[src/rtl/riscv_pkg.sv]
// Shared definitions for the RV32 5-stage pipeline.
//
// Contents:
//   DATA_WIDTH, OPCODE_LENGTH, REG_ADDR : default datapath widths
//   ALU_AND/ADD/SUB/SLT/EQ              : ALU Operation encodings
//   fwd_sel_t                           : operand source chosen by forwarding
//   ex_ctrl_t                           : control bits carried into EX
package riscv_pkg;

    localparam int DATA_WIDTH    = 32;
    localparam int OPCODE_LENGTH = 4;
    localparam int REG_ADDR      = 5;

    localparam logic [3:0] ALU_AND = 4'b0000;
    localparam logic [3:0] ALU_ADD = 4'b0010;
    localparam logic [3:0] ALU_SUB = 4'b0100;
    localparam logic [3:0] ALU_SLT = 4'b0101;
    localparam logic [3:0] ALU_EQ  = 4'b1000;

    typedef enum logic [1:0] {
        FWD_REG   = 2'd0,
        FWD_EXMEM = 2'd1,
        FWD_MEMWB = 2'd2
    } fwd_sel_t;

    typedef struct packed {
        logic mem_read;
        logic mem_write;
        logic reg_write;
        logic mem_to_reg;
        logic branch;
    } ex_ctrl_t;

endpackage

[src/rtl/forward_unit.sv]
// Forwarding select logic for the EX stage operands.
//
// Ports:
//   rs1, rs2         in  : source register indices of the instruction in EX
//   exmem_reg_write  in  : EX/MEM stage will write a register
//   exmem_rd         in  : EX/MEM destination index
//   memwb_reg_write  in  : MEM/WB stage will write a register
//   memwb_rd         in  : MEM/WB destination index
//   fwd_a, fwd_b     out : operand source for A (rs1) and B (rs2)
module forward_unit
    import riscv_pkg::*;
#(
    parameter int REG_ADDR = riscv_pkg::REG_ADDR
) (
    input  logic [REG_ADDR-1:0] rs1,
    input  logic [REG_ADDR-1:0] rs2,
    input  logic                exmem_reg_write,
    input  logic [REG_ADDR-1:0] exmem_rd,
    input  logic                memwb_reg_write,
    input  logic [REG_ADDR-1:0] memwb_rd,
    output fwd_sel_t            fwd_a,
    output fwd_sel_t            fwd_b
);

    // x0 is hard-wired to zero, so a write "to" x0 must never be forwarded.
    logic exmem_live;
    logic memwb_live;

    assign exmem_live = exmem_reg_write && (exmem_rd != '0);
    assign memwb_live = memwb_reg_write && (memwb_rd != '0);

    // EX/MEM is checked first: it holds the younger result.
    always_comb begin
        fwd_a = FWD_REG;
        if (exmem_live && (exmem_rd == rs1)) begin
            fwd_a = FWD_EXMEM;
        end else if (memwb_live && (memwb_rd == rs1)) begin
            fwd_a = FWD_MEMWB;
        end
    end

    always_comb begin
        fwd_b = FWD_REG;
        if (exmem_live && (exmem_rd == rs2)) begin
            fwd_b = FWD_EXMEM;
        end else if (memwb_live && (memwb_rd == rs2)) begin
            fwd_b = FWD_MEMWB;
        end
    end

endmodule

[src/rtl/id_ex_operand_stage.sv]
// ID/EX pipeline register plus EX-stage operand selection.
//
// Captures decoded operands and control, supports stall (hold) and flush
// (bubble), and forwards EX/MEM and MEM/WB results onto the ALU operands.
//
// Ports:
//   clk, reset (sync, active-low), stall, flush
//   id_*            in  : decoded instruction fields and control
//   exmem_*/memwb_* in  : later-stage writeback info used for forwarding
//   SrcA, SrcB      out : ALU operands
//   Operation       out : registered ALU op
//   ex_store_data   out : forwarded rs2 value for stores
//   ex_pc, ex_imm, ex_rd, ex_valid, ex_<ctrl> out : registered fields
module id_ex_operand_stage
    import riscv_pkg::*;
#(
    parameter int DATA_WIDTH    = riscv_pkg::DATA_WIDTH,
    parameter int OPCODE_LENGTH = riscv_pkg::OPCODE_LENGTH,
    parameter int REG_ADDR      = riscv_pkg::REG_ADDR
) (
    input  logic                     clk,
    input  logic                     reset,
    input  logic                     stall,
    input  logic                     flush,
    input  logic [DATA_WIDTH-1:0]    id_pc,
    input  logic [DATA_WIDTH-1:0]    id_rd1,
    input  logic [DATA_WIDTH-1:0]    id_rd2,
    input  logic [DATA_WIDTH-1:0]    id_imm,
    input  logic [REG_ADDR-1:0]      id_rs1,
    input  logic [REG_ADDR-1:0]      id_rs2,
    input  logic [REG_ADDR-1:0]      id_rd,
    input  logic [OPCODE_LENGTH-1:0] id_alu_op,
    input  logic                     id_alu_src,
    input  logic                     id_mem_read,
    input  logic                     id_mem_write,
    input  logic                     id_reg_write,
    input  logic                     id_mem_to_reg,
    input  logic                     id_branch,
    input  logic                     exmem_reg_write,
    input  logic [REG_ADDR-1:0]      exmem_rd,
    input  logic [DATA_WIDTH-1:0]    exmem_result,
    input  logic                     memwb_reg_write,
    input  logic [REG_ADDR-1:0]      memwb_rd,
    input  logic [DATA_WIDTH-1:0]    memwb_result,
    output logic [DATA_WIDTH-1:0]    SrcA,
    output logic [DATA_WIDTH-1:0]    SrcB,
    output logic [OPCODE_LENGTH-1:0] Operation,
    output logic [DATA_WIDTH-1:0]    ex_store_data,
    output logic [DATA_WIDTH-1:0]    ex_pc,
    output logic [DATA_WIDTH-1:0]    ex_imm,
    output logic [REG_ADDR-1:0]      ex_rd,
    output logic                     ex_valid,
    output logic                     ex_mem_read,
    output logic                     ex_mem_write,
    output logic                     ex_reg_write,
    output logic                     ex_mem_to_reg,
    output logic                     ex_branch
);

    // ---------------- pipeline registers ----------------
    logic [DATA_WIDTH-1:0]    pc_q,  pc_d;
    logic [DATA_WIDTH-1:0]    rd1_q, rd1_d;
    logic [DATA_WIDTH-1:0]    rd2_q, rd2_d;
    logic [DATA_WIDTH-1:0]    imm_q, imm_d;
    logic [REG_ADDR-1:0]      rs1_q, rs1_d;
    logic [REG_ADDR-1:0]      rs2_q, rs2_d;
    logic [REG_ADDR-1:0]      rd_q,  rd_d;
    logic [OPCODE_LENGTH-1:0] op_q,  op_d;
    logic                     alu_src_q, alu_src_d;
    logic                     valid_q, valid_d;
    ex_ctrl_t                 ctrl_q, ctrl_d;
    ex_ctrl_t                 id_ctrl;

    assign id_ctrl = '{mem_read:   id_mem_read,
                       mem_write:  id_mem_write,
                       reg_write:  id_reg_write,
                       mem_to_reg: id_mem_to_reg,
                       branch:     id_branch};

    // Flush wins over stall. On a flush the data fields simply load (they are
    // don't-care behind a cleared valid); only the side-effecting control
    // bits are forced to zero so the bubble cannot write anything.
    always_comb begin
        pc_d      = pc_q;
        rd1_d     = rd1_q;
        rd2_d     = rd2_q;
        imm_d     = imm_q;
        rs1_d     = rs1_q;
        rs2_d     = rs2_q;
        rd_d      = rd_q;
        op_d      = op_q;
        alu_src_d = alu_src_q;
        valid_d   = valid_q;
        ctrl_d    = ctrl_q;
        if (flush || !stall) begin
            pc_d      = id_pc;
            rd1_d     = id_rd1;
            rd2_d     = id_rd2;
            imm_d     = id_imm;
            rs1_d     = id_rs1;
            rs2_d     = id_rs2;
            rd_d      = id_rd;
            op_d      = id_alu_op;
            alu_src_d = id_alu_src;
            ctrl_d    = id_ctrl;
            valid_d   = 1'b1;
            if (flush) begin
                valid_d          = 1'b0;
                ctrl_d.mem_read  = 1'b0;
                ctrl_d.mem_write = 1'b0;
                ctrl_d.reg_write = 1'b0;
                ctrl_d.branch    = 1'b0;
            end
        end
    end

    always_ff @(posedge clk) begin
        if (!reset) begin
            pc_q      <= '0;
            rd1_q     <= '0;
            rd2_q     <= '0;
            imm_q     <= '0;
            rs1_q     <= '0;
            rs2_q     <= '0;
            rd_q      <= '0;
            op_q      <= '0;
            alu_src_q <= 1'b0;
            valid_q   <= 1'b0;
            ctrl_q    <= '0;
        end else begin
            pc_q      <= pc_d;
            rd1_q     <= rd1_d;
            rd2_q     <= rd2_d;
            imm_q     <= imm_d;
            rs1_q     <= rs1_d;
            rs2_q     <= rs2_d;
            rd_q      <= rd_d;
            op_q      <= op_d;
            alu_src_q <= alu_src_d;
            valid_q   <= valid_d;
            ctrl_q    <= ctrl_d;
        end
    end

    // ---------------- forwarding ----------------
    fwd_sel_t fwd_a;
    fwd_sel_t fwd_b;

    forward_unit #(
        .REG_ADDR(REG_ADDR)
    ) u_forward_unit (
        .rs1             (rs1_q),
        .rs2             (rs2_q),
        .exmem_reg_write (exmem_reg_write),
        .exmem_rd        (exmem_rd),
        .memwb_reg_write (memwb_reg_write),
        .memwb_rd        (memwb_rd),
        .fwd_a           (fwd_a),
        .fwd_b           (fwd_b)
    );

    // Evaluated every cycle, including while stalled, so a held instruction
    // picks up results that arrive in later stages during the stall.
    logic [DATA_WIDTH-1:0] fwd_a_val;
    logic [DATA_WIDTH-1:0] fwd_b_val;

    always_comb begin
        case (fwd_a)
            FWD_EXMEM: fwd_a_val = exmem_result;
            FWD_MEMWB: fwd_a_val = memwb_result;
            default:   fwd_a_val = rd1_q;
        endcase
    end

    always_comb begin
        case (fwd_b)
            FWD_EXMEM: fwd_b_val = exmem_result;
            FWD_MEMWB: fwd_b_val = memwb_result;
            default:   fwd_b_val = rd2_q;
        endcase
    end

    // ---------------- outputs ----------------
    assign SrcA          = fwd_a_val;
    assign SrcB          = alu_src_q ? imm_q : fwd_b_val;
    assign ex_store_data = fwd_b_val;
    assign Operation     = op_q;
    assign ex_pc         = pc_q;
    assign ex_imm        = imm_q;
    assign ex_rd         = rd_q;
    assign ex_valid      = valid_q;
    assign ex_mem_read   = ctrl_q.mem_read  & valid_q;
    assign ex_mem_write  = ctrl_q.mem_write & valid_q;
    assign ex_reg_write  = ctrl_q.reg_write & valid_q;
    assign ex_mem_to_reg = ctrl_q.mem_to_reg;
    assign ex_branch     = ctrl_q.branch    & valid_q;

endmodule

[config.mk]
export PLATFORM = sky130hd
export DESIGN_NAME = id_ex_operand_stage
export DESIGN_NICKNAME = d
export VERILOG_FILES = /design/src/rtl/riscv_pkg.sv /design/src/rtl/forward_unit.sv /design/src/rtl/id_ex_operand_stage.sv
export SDC_FILE = /design/constraint.sdc
export NUM_CORES = 1
export LEC_CHECK = 0
export BUFFER_PORTS_ARGS = -buffer_cell sky130_fd_sc_hd__buf_4
export CORE_ASPECT_RATIO = 0.5
export CORE_MARGIN = 1
export CORE_UTILIZATION = 42
export DETAILED_ROUTE_END_ITERATION = 7
export PLACE_DENSITY_LB_ADDON = 0.2
export SYNTH_ARGS = -nofsm -noshare
export SYNTH_HDL_FRONTEND = slang
export SYNTH_SLANG_ARGS = --single-unit
[constraint.sdc]
create_clock -name clk -period 2.1 [get_ports clk]
set_input_delay 0.315 -clock clk [delete_from_list [all_inputs] [get_ports clk]]
set_output_delay 0.315 -clock clk [all_outputs]
set_load 0.02 [all_outputs]
## Word-level counts from Yosys, hierarchy flattened

Cells that the tools add are included.

- Bits in registers: 154
- Input port bits: 233
- Output and inout bits: 175
- Word-level logic and storage cells: 47

- Equal/unequal tests: 8
- Mux-type cells: 10
- Bitwise logic cells: 4
- Reduce and logical (&&, ||, !) cells: 10

Operators by type and width:

| operator | number |
|---|---|
| case mux 32 bit (2 select lines) | 2 |
| 2-to-1 mux 32 bit | 1 |
| == test 5 bit | 4 |
| nonzero test 5 bit | 2 |
| 2-to-1 mux 2 bit | 4 |
| logical AND 1 bit | 6 |
| AND 1 bit | 4 |
| == test 2 x 1 -> 1 bit (second input constant) | 2 |
| == test 2 bit (second input constant) | 2 |
| 2-to-1 mux 3 bit | 1 |
| 2-to-1 mux 1 bit | 2 |
| logical NOT 1 bit | 1 |
| logical OR 1 bit | 1 |

## Depth between registers and ports, before layout

- Depth in word-level cells: 8
- Gate-level depth with buffers: 7
- Gate-level depth less buffers: 5

## Cells and area by module

Synthesis repeated with hierarchy kept, for this count alone.

- Cell total of the unflattened synthesis: 965
- Area total of the unflattened synthesis: 7657.3 sq um

By module, submodules not included:

| module | times used | cells an instance | area an instance (sq um) | sequential area each (sq um) |
|---|---|---|---|---|
| id_ex_operand_stage | 1 | 931 | 7399.6 | 3083.0 |
| forward_unit | 1 | 34 | 257.7 | 0.0 |

## Worst setup path before layout

Ideal clock, no wire load.

- Path kind: reg2out
- Start point: register rs2_q[4]
- End point: output SrcB[30]
- Arrival time: 2075 ps
- Data required time: 1785 ps
- Setup slack: -290 ps
- Cell stages (with the launch flop): 7
- Path buffers: 1
- Cell sequence: dfxtp_1 > xor2_1 > nor4b_2 > clkbuf_1 > nand3_1 > a31oi_1 > mux2_2

- Cells in the longest elaborated chain, start to end: 7
- Elaborated cells on any way between the ends: 10
- Those cells by class: eq/ne (4); mux (4); reduce/logical (2)

Ends and longest elaborated chain:

| item | line | text |
|---|---|---|
| start: declaration | id_ex_operand_stage.sv:66 | `logic [REG_ADDR-1:0] rs2_q, rs2_d;` |
| start signal: assignment | id_ex_operand_stage.sv:136 | `rs2_q <= rs2_d;` |
| == test 5 bit | forward_unit.sv:46 | `end else if (memwb_live && (memwb_rd == rs2)) begin` |
| logical AND 1 bit | forward_unit.sv:46 |  |
| 2-to-1 mux 2 bit | forward_unit.sv:46 |  |
| 2-to-1 mux 2 bit * | forward_unit.sv:44 | `if (exmem_live && (exmem_rd == rs2)) begin` |
| == test 2 bit or == test 2 x 1 -> 1 bit (tied branches) | id_ex_operand_stage.sv:176 | `case (fwd_b)` |
| case mux 32 bit (2 select lines) * | id_ex_operand_stage.sv:176 |  |
| net ex_store_data[30] | id_ex_operand_stage.sv:48 | `output logic [DATA_WIDTH-1:0] ex_store_data,` |
| 2-to-1 mux 32 bit * | id_ex_operand_stage.sv:185 | `assign SrcB = alu_src_q ? imm_q : fwd_b_val;` |
| end: declaration | id_ex_operand_stage.sv:46 | `output logic [DATA_WIDTH-1:0] SrcB,` |

The timed path passes the listed nets; every way through them passes the cells marked *.

## Worst setup path in the final report

- Start point: register rs2_q[3]
- End point: output SrcB[0]

- Cells in the longest elaborated chain, start to end: 7
- Elaborated cells on any way between the ends: 10
- Those cells by class: eq/ne (4); mux (4); reduce/logical (2)

Ends and longest elaborated chain:

| item | line |
|---|---|
| == test 5 bit | forward_unit.sv:46 |
| logical AND 1 bit | forward_unit.sv:46 |
| 2-to-1 mux 2 bit | forward_unit.sv:46 |
| 2-to-1 mux 2 bit * | forward_unit.sv:44 |
| == test 2 bit or == test 2 x 1 -> 1 bit (tied branches) | id_ex_operand_stage.sv:176 |
| case mux 32 bit (2 select lines) * | id_ex_operand_stage.sv:176 |
| 2-to-1 mux 32 bit * | id_ex_operand_stage.sv:185 |

Every way passes the cells marked *; elsewhere a longest branch is shown, timed or not.

==> insert_results.sql <==
INSERT INTO impl_metrics (metric_group, metric, value, unit) VALUES
('floorplanning', 'initial_core_util', '43.8', '%'),
('power_and_ir_drop', 'netSwitchingPower', '2810', 'µW'),
('outcome', 'violations', 'negative setup slack', ''),
('hold_path', 'min-delay-path-class', 'in -> reg', ''),
('cts', 'clk_transition_reported_paths', '0.07', 'ns'),
('route', 'avgViaCountPerCell', '5.45', ''),
('timing', 'post-route-min-period', '2.85', 'ns'),
('cts', 'cts_max_path_buffers', '2', ''),
('finish', 'diodes', '0', ''),
('cts', 'cts_root_buffer', 'clkbuf_16', ''),
('synth', 'synth_seq_cells', '154', ''),
('global_routing', 'grt.overflow.total', '0', ''),
('cts', 'worst_skew_pair.late_latency', '0.41', 'ns'),
('timing', 'fmax', '0.351', 'GHz'),
('synth', 'synth_area_in_compound_gates', '26.0', '%'),
('route', 'drc_errors', '0', ''),
('route', 'final_antenna_net_count', '0', ''),
('global_routing', 'grt_start_max_net_pins', '57', ''),
('power_and_ir_drop', 'p_seq_share', '36.1', '%'),
('synth', 'yosys.area_share.simple', '20.8', '%'),
('synth', 'synth.avg_cell_area', '8.27', 'µm²'),
('power_and_ir_drop', 'power_leakage', '0.00616', 'µW'),
('worst_setup_path', 'worst_path_maximum_fanout', '15', ''),
('synth', 'synth.net_count', '1229', ''),
('power_and_ir_drop', 'clock_power_share', '34.3', '%'),
('power_and_ir_drop', 'power.total', '9040', 'µW'),
('synth', 'netlist-cell-type-count', '34', ''),
('cts', 'cts_tree', 'built', ''),
('power_and_ir_drop', 'power_density_normalized_to_cell_area', '612', 'nW/µm²'),
('finish', 'final_layout_size_suffix_gt1_share', '53.7', '%'),
('worst_setup_path', 'crit_path_start_kind', 'register', ''),
('power_and_ir_drop', 'p_int', '6230', 'µW'),
('synth', 'adder_cell_share_of_the_synthesized_area', '0', '%'),
('route', 'drtPass1Iterations', '6', ''),
('synth', 'ys_seq_area_share', '37.4', '%'),
('worst_setup_path', 'crit_type', 'reg -> out', ''),
('synth', 'synthesis.yosys.warnings', '0', ''),
('worst_setup_path', 'worst-r2r-cell-count', '3', ''),
('floorplanning', 'core_area', '18800', 'µm²'),
('power_and_ir_drop', 'swShare', '31.1', '%'),
('timing', 'setup_slack', '-0.750', 'ns'),
('global_routing', 'global_route_usage_over_all_layers', '32.7', '%'),
('power_and_ir_drop', 'peakVddDrop', '0.620', 'mV'),
('synth', 'ys_dominant_reg_cell', 'dfxtp_1', ''),
('worst_setup_path', 'crit_path_end_kind', 'primary output', ''),
('synth', 'synth_top_family_by_area', 'compound AO/OA/AOI/OAI gates', ''),
('floorplanning', 'die_area', '20200', 'µm²'),
('global_routing', 'first_global_vias', '9263', ''),
('timing', 'tns', '-52.49', 'ns'),
('timing', 'final_hold_viol_count', '0', ''),
('place', 'place_inst', '1655', ''),
('hold_path', 'min_to', 'ctrl_q[2]$_SDFFE_PN0P_', ''),
('place', 'port_buffers', '407', ''),
('finish', 'fin_util', '78.7', '%'),
('cts', 'tritoncts_num_sinks', '154', ''),
('timing', 'maxSlewHeadroom', '60.1', '%'),
('timing', 'final-max-slew-violation-count', '0', ''),
('worst_setup_path', 'worst_r2r_startpoint', 'alu_src_q$_SDFFE_PN0P_', ''),
('outcome', 'status', 'complete, but fails checks', ''),
('timing', 'final-setup-viol-count', '96', ''),
('synth', 'synth_xor_xnor_area_share', '2.13', '%'),
('hold_path', 'hold-path-cell-count', '3', ''),
('power_and_ir_drop', 'pwr-share-comb', '29.7', '%'),
('place', 'place_ws', '-0.477', 'ns'),
('timing', 'grt_setup_unrepaired', 'true', ''),
('floorplanning', 'die-height', '101', 'µm'),
('route', 'post_drt_wl_per_cell', '20.7', 'µm'),
('synth', 'syn-instance-count', '996', ''),
('finish', 'non_filler_instance_count_after_layout', '1714', ''),
('hold_path', 'holdCritStartpoint', 'id_reg_write', ''),
('synth', 'synthArstFlopShare', '0', '%');
-- area by class of cell --
type	count	area [µm²]
timing repair buffer	514	4590
multi-input combinational	754	6180
fill	1183	4010
tap	259	324
clock inverter	13	144
clock buffer	19	443
sequential	154	3090
inverter	1	3.75
-- layer usage --
metal / GRT usage [%] / wire (µm)
met5: 0 / 0
met4: 12.9 / 1450
met3: 8.60 / 2760
met2: 55.9 / 17300
met1: 39.4 / 13900
-- cells in the final DEF, fill, tap and decap left out, drive strengths merged, types with 33 or more instances in the layout --
cell type	netlist	routed
nor2	37	37
mux2i	36	36
a21oi	33	33
nand3	33	33
o21ai	33	33
a21boi	149	149
buf	21	513
nand2	298	298
dfxtp	154	154
-- critical path: stages (launching register included) --
cell and delay [ns]:
dfxtp_2 0.33, buf_4 0.14, xnor2_2 0.20, o211ai_4 0.11, buf_4 0.17, buf_4 0.21
nor3_1 0.43, a31oi_4 0.07, mux2_4 0.30, buf_6 0.14
-- cells by family (layout without fill, tap and decap cells) --
group                     count (synthesis)  after routing
muxes                                    68             68
AOI/OAI and AO/OA                       250            250
and+or+nand+nor                         416            416
DFF                                     154            154
buffers and inverters                    88            547
xor gates and xnor gates                 20             20
-- how the worst max path moves through the flow --
stage	slack (ns)	to	cells after the start
global route	-0.83	SrcB[30]	9
CTS	-0.69	SrcB[8]	7
finish	-0.75	SrcB[0]	9
floorplan	-0.16	SrcB[21]	7
global placement	-0.48	SrcB[21]	8
detailed placement	-0.48	SrcB[21]	8
-- cell usage after synthesis (30+ instances only) --
master / n / share of area (%)
mux2_2: 32 / 4.4
nand3_1: 33 / 2.0
nor2_1: 37 / 1.7
a21oi_1: 33 / 2.0
clkbuf_1: 66 / 3.0
nor3_1: 32 / 1.9
o21ai_1: 32 / 1.9
mux2i_1: 36 / 4.4
dfxtp_1: 154 / 37
a31oi_4: 30 / 7.7
a21boi_0: 149 / 14
nand2_1: 298 / 14
-- stage by stage --
stage	instance area, µm²	hold WS [ns]
floorplan	8560	0.440
global placement	12400	0.448
detailed placement	12400	0.457
CTS	14200	0.120
global route	14800	0.130
finish	14800	0.133
-- power groups by stage --
| stage | combinational, µW | sequential, µW | clock [µW] |
|---|---|---|---|
| 2_1_floorplan | 1040 | 3370 | 0 |
| 3_3_place_gp | 2230 | 3280 | 0 |
| 3_5_place_dp | 2260 | 3290 | 0 |
| 4_1_cts | 2510 | 3240 | 3120 |
| 5_1_grt | 2810 | 3270 | 3260 |
| 6_report | 2680 | 3260 | 3100 |
-- timing repair --
action                                  4_1_cts  5_1_grt
resized for setup                           209      102
cloned                                        8        2
endpoints found under the setup margin       96       96
buffers inserted                             15        5
pin swaps                                    12       29
hold buffers                                  0        0
Power figures use the tool's default switching activity.
